==> src/rtl/uart_cmd_master_if.sv <==
// Word-level UART bridge and memory port bundle for the command master.
// The master modport is the command engine side; slave is the bridge/memory side.
interface uart_cmd_master_if;
   logic        uart_rx_empty;
   logic        uart_read;
   logic        uart_read_response;
   logic [31:0] uart_read_data;
   logic        uart_write;
   logic [31:0] uart_write_data;
   logic        uart_write_response;
   logic        mem_req;
   logic        mem_we;
   logic [31:0] mem_addr;
   logic [31:0] mem_wdata;
   logic        mem_ack;
   logic [31:0] mem_rdata;

   modport master (
      input  uart_rx_empty, uart_read_response, uart_read_data,
      input  uart_write_response, mem_ack, mem_rdata,
      output uart_read, uart_write, uart_write_data,
      output mem_req, mem_we, mem_addr, mem_wdata
   );

   modport slave (
      output uart_rx_empty, uart_read_response, uart_read_data,
      output uart_write_response, mem_ack, mem_rdata,
      input  uart_read, uart_write, uart_write_data,
      input  mem_req, mem_we, mem_addr, mem_wdata
   );
endinterface

==> src/rtl/uart_cmd_master.sv <==
// Command engine: pulls command words from the UART bridge, runs ping/read/write
// on the memory port and returns one reply word per command.
module uart_cmd_master #(
   parameter int unsigned TIMEOUT_CYCLES = 1024,
   parameter logic [31:0] ACK_WORD       = 32'h0000_0001,
   parameter logic [31:0] NACK_WORD      = 32'hFFFF_FFFF
) (
   input  logic       clk,
   input  logic       reset,
   uart_cmd_master_if.master bus,
   output logic       busy,
   output logic [7:0] error_count
);
   localparam int TW = $clog2(TIMEOUT_CYCLES + 1);
   localparam logic [7:0] OP_PING  = 8'h50;
   localparam logic [7:0] OP_READ  = 8'h52;
   localparam logic [7:0] OP_WRITE = 8'h57;

   typedef enum logic [3:0] {
      IDLE, RX_REQ, RX_WAIT, RX_DRAIN, DECODE,
      MEM, TX_REQ, TX_WAIT, TX_DRAIN
   } state_t;

   state_t        state, state_nx;
   logic [1:0]    idx;
   logic [7:0]    opc;
   logic [31:0]   addr_q, wdata_q, reply_q;
   logic [TW-1:0] tcnt;
   logic [7:0]    err_q;

   logic is_ping, is_read, is_write, need_more, tmo;

   assign is_ping   = (opc == OP_PING);
   assign is_read   = (opc == OP_READ);
   assign is_write  = (opc == OP_WRITE);
   assign need_more = is_write && (idx == 2'd1);
   assign tmo       = (tcnt == TW'(TIMEOUT_CYCLES - 1));

   always_ff @(posedge clk) begin
      if (reset) state <= IDLE;
      else       state <= state_nx;
   end

   always_comb begin
      state_nx = state;
      unique case (state)
         IDLE:     if (!bus.uart_rx_empty) state_nx = RX_REQ;
         RX_REQ:   state_nx = RX_WAIT;
         RX_WAIT:  if (bus.uart_read_response) state_nx = RX_DRAIN;
         RX_DRAIN: begin
            if (!bus.uart_read_response) begin
               if (idx == 2'd0)    state_nx = DECODE;
               else if (need_more) state_nx = RX_REQ;
               else                state_nx = MEM;
            end
         end
         DECODE: begin
            unique case (1'b1)
               is_read, is_write: state_nx = RX_REQ;
               default:           state_nx = TX_REQ;
            endcase
         end
         MEM:      if (bus.mem_ack || tmo) state_nx = TX_REQ;
         TX_REQ:   state_nx = TX_WAIT;
         TX_WAIT:  if (bus.uart_write_response) state_nx = TX_DRAIN;
         TX_DRAIN: if (!bus.uart_write_response) state_nx = IDLE;
         default:  state_nx = IDLE;
      endcase
   end

   always_comb begin
      bus.uart_read       = (state == RX_REQ);
      bus.uart_write      = (state == TX_REQ);
      bus.uart_write_data = reply_q;
      bus.mem_req         = (state == MEM);
      bus.mem_we          = (state == MEM) && is_write;
      bus.mem_addr        = addr_q;
      bus.mem_wdata       = wdata_q;
      busy                = (state != IDLE);
      error_count         = err_q;
   end

   // Datapath: operand slots, reply word, timeout counter, error counter.
   always_ff @(posedge clk) begin
      if (reset) begin
         idx     <= 2'd0;
         opc     <= 8'h00;
         addr_q  <= 32'h0;
         wdata_q <= 32'h0;
         reply_q <= 32'h0;
         tcnt    <= '0;
         err_q   <= 8'h00;
      end else begin
         tcnt <= (state == MEM) ? tcnt + TW'(1) : '0;
         unique case (state)
            IDLE: idx <= 2'd0;
            RX_WAIT: begin
               if (bus.uart_read_response) begin
                  unique case (idx)
                     2'd0:    opc     <= bus.uart_read_data[31:24];
                     2'd1:    addr_q  <= bus.uart_read_data;
                     default: wdata_q <= bus.uart_read_data;
                  endcase
               end
            end
            RX_DRAIN: begin
               if (!bus.uart_read_response && idx != 2'd0 && need_more)
                  idx <= idx + 2'd1;
            end
            DECODE: begin
               unique case (1'b1)
                  is_ping: reply_q <= ACK_WORD;
                  is_read, is_write: idx <= 2'd1;
                  default: begin
                     reply_q <= NACK_WORD;
                     if (err_q != 8'hFF) err_q <= err_q + 8'd1;
                  end
               endcase
            end
            MEM: begin
               if (bus.mem_ack) begin
                  reply_q <= is_write ? ACK_WORD : bus.mem_rdata;
               end else if (tmo) begin
                  reply_q <= NACK_WORD;
                  if (err_q != 8'hFF) err_q <= err_q + 8'd1;
               end
            end
            default: ;
         endcase
      end
   end
endmodule

==> src/flat_wrapper.sv <==
// flat-port wrapper written by rule: the top's interface ports become plain ports
module uart_cmd_master_flat 
#(
   parameter int unsigned TIMEOUT_CYCLES = 1024,
   parameter logic [31:0] ACK_WORD       = 32'h0000_0001,
   parameter logic [31:0] NACK_WORD      = 32'hFFFF_FFFF
)
  (clk, reset, busy, error_count, bus_uart_rx_empty, bus_uart_read_response, bus_uart_read_data, bus_uart_write_response, bus_mem_ack, bus_mem_rdata, bus_uart_read, bus_uart_write, bus_uart_write_data, bus_mem_req, bus_mem_we, bus_mem_addr, bus_mem_wdata);
  uart_cmd_master_if bus_i ();
  input  logic clk;
  input  logic reset;
  output logic busy;
  output logic [7:0] error_count;
  input wire logic [$bits(bus_i.uart_rx_empty)-1:0] bus_uart_rx_empty;
  input wire logic [$bits(bus_i.uart_read_response)-1:0] bus_uart_read_response;
  input wire logic [$bits(bus_i.uart_read_data)-1:0] bus_uart_read_data;
  input wire logic [$bits(bus_i.uart_write_response)-1:0] bus_uart_write_response;
  input wire logic [$bits(bus_i.mem_ack)-1:0] bus_mem_ack;
  input wire logic [$bits(bus_i.mem_rdata)-1:0] bus_mem_rdata;
  output wire logic [$bits(bus_i.uart_read)-1:0] bus_uart_read;
  output wire logic [$bits(bus_i.uart_write)-1:0] bus_uart_write;
  output wire logic [$bits(bus_i.uart_write_data)-1:0] bus_uart_write_data;
  output wire logic [$bits(bus_i.mem_req)-1:0] bus_mem_req;
  output wire logic [$bits(bus_i.mem_we)-1:0] bus_mem_we;
  output wire logic [$bits(bus_i.mem_addr)-1:0] bus_mem_addr;
  output wire logic [$bits(bus_i.mem_wdata)-1:0] bus_mem_wdata;
  assign bus_i.uart_rx_empty = bus_uart_rx_empty;
  assign bus_i.uart_read_response = bus_uart_read_response;
  assign bus_i.uart_read_data = bus_uart_read_data;
  assign bus_i.uart_write_response = bus_uart_write_response;
  assign bus_i.mem_ack = bus_mem_ack;
  assign bus_i.mem_rdata = bus_mem_rdata;
  assign bus_uart_read = bus_i.uart_read;
  assign bus_uart_write = bus_i.uart_write;
  assign bus_uart_write_data = bus_i.uart_write_data;
  assign bus_mem_req = bus_i.mem_req;
  assign bus_mem_we = bus_i.mem_we;
  assign bus_mem_addr = bus_i.mem_addr;
  assign bus_mem_wdata = bus_i.mem_wdata;
  uart_cmd_master #(.TIMEOUT_CYCLES(TIMEOUT_CYCLES), .ACK_WORD(ACK_WORD), .NACK_WORD(NACK_WORD)) u_core (.clk(clk), .reset(reset), .bus(bus_i), .busy(busy), .error_count(error_count));
endmodule
==> config.mk <==
export PLATFORM = sky130hd
export DESIGN_NAME = uart_cmd_master_flat
export DESIGN_NICKNAME = d
export VERILOG_FILES = /design/src/rtl/uart_cmd_master_if.sv /design/src/rtl/uart_cmd_master.sv /design/src/flat_wrapper.sv
export SDC_FILE = /design/constraint.sdc
export NUM_CORES = 1
export LEC_CHECK = 0
export CORE_ASPECT_RATIO = 1.75
export CORE_UTILIZATION = 65
export DETAILED_ROUTE_END_ITERATION = 12
export DONT_BUFFER_PORTS = 1
export PLACE_DENSITY = 0.79
export SYNTH_ARGS = -nofsm -noshare
export SYNTH_HDL_FRONTEND = slang
export SYNTH_SLANG_ARGS = --single-unit
==> constraint.sdc <==
create_clock -name clk -period 3.9 [get_ports clk]
set_input_delay 0.78 -clock clk [delete_from_list [all_inputs] [get_ports clk]]
set_output_delay 0.78 -clock clk [all_outputs]
set_load 0.01 [all_outputs]
; Word level (Yosys, flattened, before mapping)
; Cells that the tools add are included.
[totals]
out_inout_bits = 109
register_bits = 129
inputBits = 70
elab_cells = 86
[classes]
mux = 23
eq_ne = 27
bitwise = 2
n_reduce_logical = 23
addsub = 3
[ops]
columns = cell, n
row1 = one-hot mux 32 bit (2 select lines), 2
row2 = two-way mux 32 bit, 3
row3 = one-hot mux 4 bit (9 select lines), 1
row4 = two-way mux 8 bit, 4
row5 = two-way mux 4 bit, 7
row6 = "== test 8 x 7 -> 1 bit, second input constant", 3
row7 = "== test 4 x 3 -> 1 bit, second input constant", 4
row8 = "!= test 2 bit, second input constant", 8
row9 = one-hot mux 8 bit (2 select lines), 1
row10 = AND reduction 3 bit, 5
row11 = "adder 11 x 1 -> 11 bit, second input constant", 1
row12 = "== test 11 x 10 -> 1 bit, second input constant", 1
row13 = "adder 8 x 1 -> 8 bit, second input constant", 1
row14 = "== test 4 x 2 -> 1 bit, second input constant", 2
row15 = "!= test 2 x 1 -> 1 bit, second input constant", 4
row16 = "!= test 8 bit, second input constant", 1
row17 = two-way mux 3 bit, 2
row18 = one-hot mux 2 bit (3 select lines), 1
row19 = AND reduction 6 bit, 1
row20 = OR reduction 2 bit, 3
row21 = "== test 4 x 1 -> 1 bit, second input constant", 1
row22 = "== test 4 bit, second input constant", 1
row23 = logical AND 1 bit, 4
row24 = logical NOT 4 bit, 1
row25 = 13 further kinds, 16

; Longest topological paths before layout
[logic_depth]
ltp_word = 6
ltp_mapped = 8
mapped_depth_nobuf = 7

; Least setup slack after synthesis
; No wires, ideal clock.
[synth_timing]
path_type = register to output
from = register u_core.opc[5]
to = output bus_mem_we
path_stages_with_launch = 6
path_buffers = 1
required_time_ns = 3.120
arrival_ns = 1.301
setup_slack_ns = 1.819
cell_sequence = dfxtp_1 -> and4bb_2 -> and2_1 -> nand3_1 -> clkbuf_1 -> nor2_1
[synth_between]
elab_chain_len = 2
[synth_rtl]
columns = element, line
row1 = from (decl), uart_cmd_master.sv:26  ; logic [7:0] opc;
row2 = from (signal assigned), uart_cmd_master.sv:100  ; 2'd0: opc <= bus.uart_read_data[31:24];
row3 = == test 8 x 7 -> 1 bit, uart_cmd_master.sv:35  ; assign is_write = (opc == OP_WRITE);
row4 = logical AND 1 bit, uart_cmd_master.sv:76  ; bus.mem_we = (state == MEM) && is_write;
row5 = to (decl), flat_wrapper.sv:24  ; output wire logic [$bits(bus_i.mem_we)-1:0] bus_mem_we;
; Every way passes these cells.

; Final worst setup path
[layout_timing]
from = register u_core.state[3]
to = register u_core.err_q[7] (netlist: u_core.error_count[7])
[layout_between]
elab_chain_len = 3
elab_cells_between_ends = 8
classes_between = 5 x eq/ne / 1 x mux / 2 x reduce/logical
[layout_rtl]
columns = element, line
row1 = from (decl), uart_cmd_master.sv:24  ; state_t state, state_nx;
row2 = from (signal assigned), uart_cmd_master.sv:41  ; else state <= state_nx;
row3 = == test 4 x 3 -> 1 bit *, -
row4 = net bus_mem_req, flat_wrapper.sv:23  ; output wire logic [$bits(bus_i.mem_req)-1:0] bus_mem_req;
row5 = != test 2 x 1 -> 1 bit (no line) (tied with other cells), -
row6 = AND reduction 4 bit (no line), -
row7 = to (signal assigned), uart_cmd_master.sv:116  ; if (err_q != 8'hFF) err_q <= err_q + 8'd1;
row8 = to (signal assigned), uart_cmd_master.sv:125  ; if (err_q != 8'hFF) err_q <= err_q + 8'd1;
row9 = to (decl), uart_cmd_master.sv:29  ; logic [7:0] err_q;
; The timed path passes the listed nets; every way through them passes the cells marked *.
; A chain may end at the register's enable or synchronous reset.

==> metrics list <==
- Run status: finished clean
- Most frequent standard cell in the layout excluding fill and tap cells: sky130_fd_sc_hd__nand2_1
* Worst min-delay path category: in -> reg
- Clock-pin slew on the worst setup and hold paths: roughly 50 ps
* Sequence of cells on the critical path: nand2b_1, or2_2, inv_2, nand2_2, o211ai_2, or4_1, a21oi_1
- The number of nets in the synthesized netlist is between 600 and 700.
- Maximum vdd ir drop: 0.4078 mV
* Worst slew pin tran: about 1300 ps
- Combinational logic burns roughly 10% of the power.
* Internal portion of total power: 2.490 mW
* Flip-flop cell with the highest count after synthesis: sky130_fd_sc_hd__dfxtp_1
- Final wirelength: roughly 12000 um
- CP peak stage delay: around 570 ps
- Via count of the first global-routing pass: 4152
- Iteration-0 DRC count of the detailed router: between 200 and 250
- Relative to the synthesized area, the layout overhead comes to 10.30%.
- Worst reg2reg setup slack: 1190 ps
- The tool flagged a number of max-cap violations equal to 0.
- The cell sitting at the root of the clock tree is a sky130_fd_sc_hd__clkbuf_16.
* Critical path data arrival time: about 3100 ps
- The longest clock path from root to sink contains 2 buffers.
* Leading cell types in the layout, fill and taps excluded: sky130_fd_sc_hd__nand2_1, sky130_fd_sc_hd__dfxtp_1, sky130_fd_sc_hd__a21oi_1
- Crit path kind: reg -> reg
- First-pass GRT wire length: a little under 20000 um
- Along the worst hold path, the cell count comes to 1.
* Core Footprint: between 7000 and 8000 um2
* Hold Crit Endpoint: u_core.error_count[5]$_SDFFE_PP0P_
- After floorplanning, the core was divided into 42 placement rows.
- Largest fanout on the critical path: 34
- # port buffers: 0
* Final-report max-slew violation count: 0
- Capturing element type of the critical path: flop
- Clock Sinks: roughly 130
- The number of setup buffers added after CTS is 0.
- Initial standard-cell utilization of the core: 67.73%
- Synthesis produced a netlist whose cell count is 616.
- Pre-CTS WS: roughly 1200 ps
* Fillers: 597
- Entering global routing, the biggest net connects 92 pins.
* Die area: 8315 um2
- At the worst endpoint, the required time is between 4000 and 5000 ps.
- Of the synthesized area, sequential elements account for about half.
- RR Endpoint: u_core.error_count[7]$_SDFFE_PP0P_
- The hold violation total from the final report was 0.
* Startpoint Class: flop
- Syn_area_per_cell: between 8 and 9 um2
- Count of state elements after synthesis: ~130
- Summing every instance area after synthesis gives just over 5000 um2.
* Total of cells resized after clock tree synthesis: 0
* Share of final-layout standard cells stronger than drive strength 1: between 7 and 8%
* Initial antenna violation count: 0
* Leak pwr: between 1.5 and 2 nW
- Net switching component of the power: 0.8356 mW
* Detailed Routing Iterations Pass 1: 4
* Total DRC errors in the routed layout: 0
- TritonCTS clock tree: yes
- Together, buffers and inverters on the worst path number 1.
- Subtracting the final worst setup slack from the clock period gives 2712 ps.
- After clock tree synthesis, the flow added hold-fix buffers numbering 0.
- Synthesis Warnings: 0
- Unique cell type count in the Yosys netlist: between 50 and 60
- Sum of overflow across all layers after global routing: 0
* Async S/R FF share, synth: 0%
* Slowest cell on the critical path: sky130_fd_sc_hd__dfxtp_1
* Overall global routing resource usage: 29.70%
* Die boundary height: between 100 and 150 um
- Vias after detailed routing: around 4300
* Fin worst setup slack: 1188 ps
* Worst Reg-to-Reg Cells: 7
- For the final routed database, the setup TNS stands at 0 ps.
* Placed wire-length estimate after detailed placement: between 8000 and 9000 um
- The clock tree synthesis step divided the H-tree into 4 levels.
- For this run, the post-layout net count is ~670.
- In the final routed layout, each cell accounts on average for around 17 um.
- Counting flops with a built-in enable in the synthesized netlist gives 0.
- Final setup vio count: 0
- The worst hold path begins at reset.
* Net Sw Frac: 25.12%
- Unrepaired setup endpoints after global routing: false
- For this design the top-level I/O count stands at approximately 180.
- On the final layout, the worst clock skew is approximately 7 ps.
* Chip width: 69.36 um
- The worst register-to-register path begins at u_core.state[3]$_SDFFE_PP0P_.
- F_max: ~370 MHz
- Worst setup startpoint: u_core.state[3]$_SDFFE_PP0P_
- Tightest slew margin relative to the limit: between 10% and 20%
- Vias per cell: between 6 and 7
- Post-route clock period utilization: 69.54%
* Share of total power in the clock network: roughly 44%
- The share of total power dissipated in sequential elements is around 46%.
- Top cell family by delay on the critical path: simple AND/OR/NAND/NOR gates
- Number of buffers inserted during clock tree synthesis: 17
- Antenna diodes: 0
- Routability-driven placement finished with a final weighted congestion of ~0.9.
- P per Cell Area: approximately 580 nW/um2
- Later-pin clock latency in the skew report: 410 ps
- The count of nets left with antenna violations once routing finished came out at 0.
==> power groups by stage <==
stage,Clock [mW],Sequential (mW),Combinational (mW)
2_1_floorplan,0,1.50,0.317
3_3_place_gp,0,1.54,0.322
3_5_place_dp,0,1.54,0.333
4_1_cts,1.50,1.52,0.336
5_1_grt,1.55,1.53,0.378
6_report,1.47,1.52,0.334
==> cells in the mapped netlist (2+ instances only) <==
master	instances	share of area, %
sky130_fd_sc_hd__or4_1	4	0.58
sky130_fd_sc_hd__nand4_1	2	0.24
sky130_fd_sc_hd__a211oi_1	3	0.44
sky130_fd_sc_hd__nand3_1	17	1.6
sky130_fd_sc_hd__o31a_1	2	0.34
sky130_fd_sc_hd__o21ai_0	4	0.39
sky130_fd_sc_hd__nor3b_1	2	0.29
sky130_fd_sc_hd__nor3_1	4	0.39
sky130_fd_sc_hd__o21a_1	2	0.29
sky130_fd_sc_hd__o211ai_1	4	0.58
sky130_fd_sc_hd__xnor2_1	7	1.2
sky130_fd_sc_hd__nor2b_1	4	0.48
sky130_fd_sc_hd__buf_4	3	0.44
sky130_fd_sc_hd__ha_1	4	0.97
sky130_fd_sc_hd__o31ai_1	5	0.73
sky130_fd_sc_hd__nor4_1	3	0.36
sky130_fd_sc_hd__nor2_1	25	1.8
sky130_fd_sc_hd__nand2_1	149	11
sky130_fd_sc_hd__mux2i_1	3	0.58
sky130_fd_sc_hd__buf_2	14	1.4
sky130_fd_sc_hd__nand2b_1	5	0.61
sky130_fd_sc_hd__xor2_1	3	0.51
sky130_fd_sc_hd__mux2_2	2	0.44
sky130_fd_sc_hd__inv_1	9	0.65
sky130_fd_sc_hd__o2bb2ai_1	31	5.3
sky130_fd_sc_hd__and2_1	4	0.48
sky130_fd_sc_hd__or3_1	5	0.61
sky130_fd_sc_hd__clkbuf_1	26	1.9
sky130_fd_sc_hd__and3_1	5	0.61
sky130_fd_sc_hd__a21oi_1	114	11
sky130_fd_sc_hd__dfxtp_1	129	50
==> worst max path at each step <==
| stage | depth (start not counted) | end | slack (ps) |
|---|---|---|---|
| 2_1_floorplan | 5 | bus_mem_we | 1820 |
| 5_1_grt | 6 | u_core.bus.uart_write_data[16]$_SDFFE_PP0P_ | 940 |
| 6_report | 7 | u_core.error_count[7]$_SDFFE_PP0P_ | 1190 |
| 4_1_cts | 6 | u_core.bus.uart_write_data[22]$_SDFFE_PP0P_ | 1200 |
| 3_3_place_gp | 7 | u_core.error_count[7]$_SDFFE_PP0P_ | 1340 |
| 3_5_place_dp | 7 | u_core.error_count[7]$_SDFFE_PP0P_ | 1220 |
==> state kept, by name (all words and copies together) (netlist names) <==
register,cells
u_core.state,4
u_core.bus.mem_addr,32
u_core.bus.mem_wdata,32
u_core.idx,2
u_core.bus.uart_write_data,32
u_core.opc,8
u_core.tcnt,11
u_core.error_count,8
==> metrics by stage <==
stage | hold slack, ps | cells | cell area, um2 | power (mW) | utilization, %
2_1_floorplan | 425.8 | 616 | 5161 | 1.818 | -
3_3_place_gp | 438.5 | 666 | 5135 | 1.864 | 67.39
3_5_place_dp | 455.8 | 666 | 5135 | 1.876 | 67.39
4_1_cts | 424.0 | 696 | 5693 | 3.350 | 74.71
5_1_grt | 421.4 | 696 | 5693 | 3.459 | 74.71
6_report | 438.3 | 696 | 5693 | 3.326 | 74.71
==> final cells by class <==
type | instances | area, um2 | area share, %
flip-flops and latches | 129 | 2582 | 45.36
well taps | 88 | 110.1 | 1.934
clock inverters | 5 | 52.55 | 0.9231
multi-input cells | 433 | 2360 | 41.45
inverters | 10 | 37.54 | 0.6593
repair buffers | 6 | 45.04 | 0.7912
clock buffers | 25 | 505.5 | 8.879
==> cell families (layout without fill, tap and decap cells) <==
family | Yosys count | count (layout) | synth area share, %
flops | 129 | 129 | 50.04
xor+xnor | 10 | 10 | 1.697
buf+inv | 54 | 46 | 4.485
simple gates | 237 | 237 | 20.44
fa+ha+maj | 4 | 4 | 0.9697
compound gates | 177 | 177 | 21.36
mux | 5 | 5 | 1.018
==> routing by layer <==
| layer | track usage [%] | wire length (um) | up-vias | share of wire [%] |
|---|---|---|---|---|
| li1 | - | - | 2089 | - |
| met1 | 29.55 | 4319 | 2011 | 36 |
| met2 | 53.52 | 6585 | 163 | 54 |
| met3 | 12.17 | 915 | 22 | 7.6 |
| met4 | 12.37 | 276 | 0 | 2.3 |
| met5 | 0 | 0 | - | 0 |
Power figures use the tool's default switching activity.
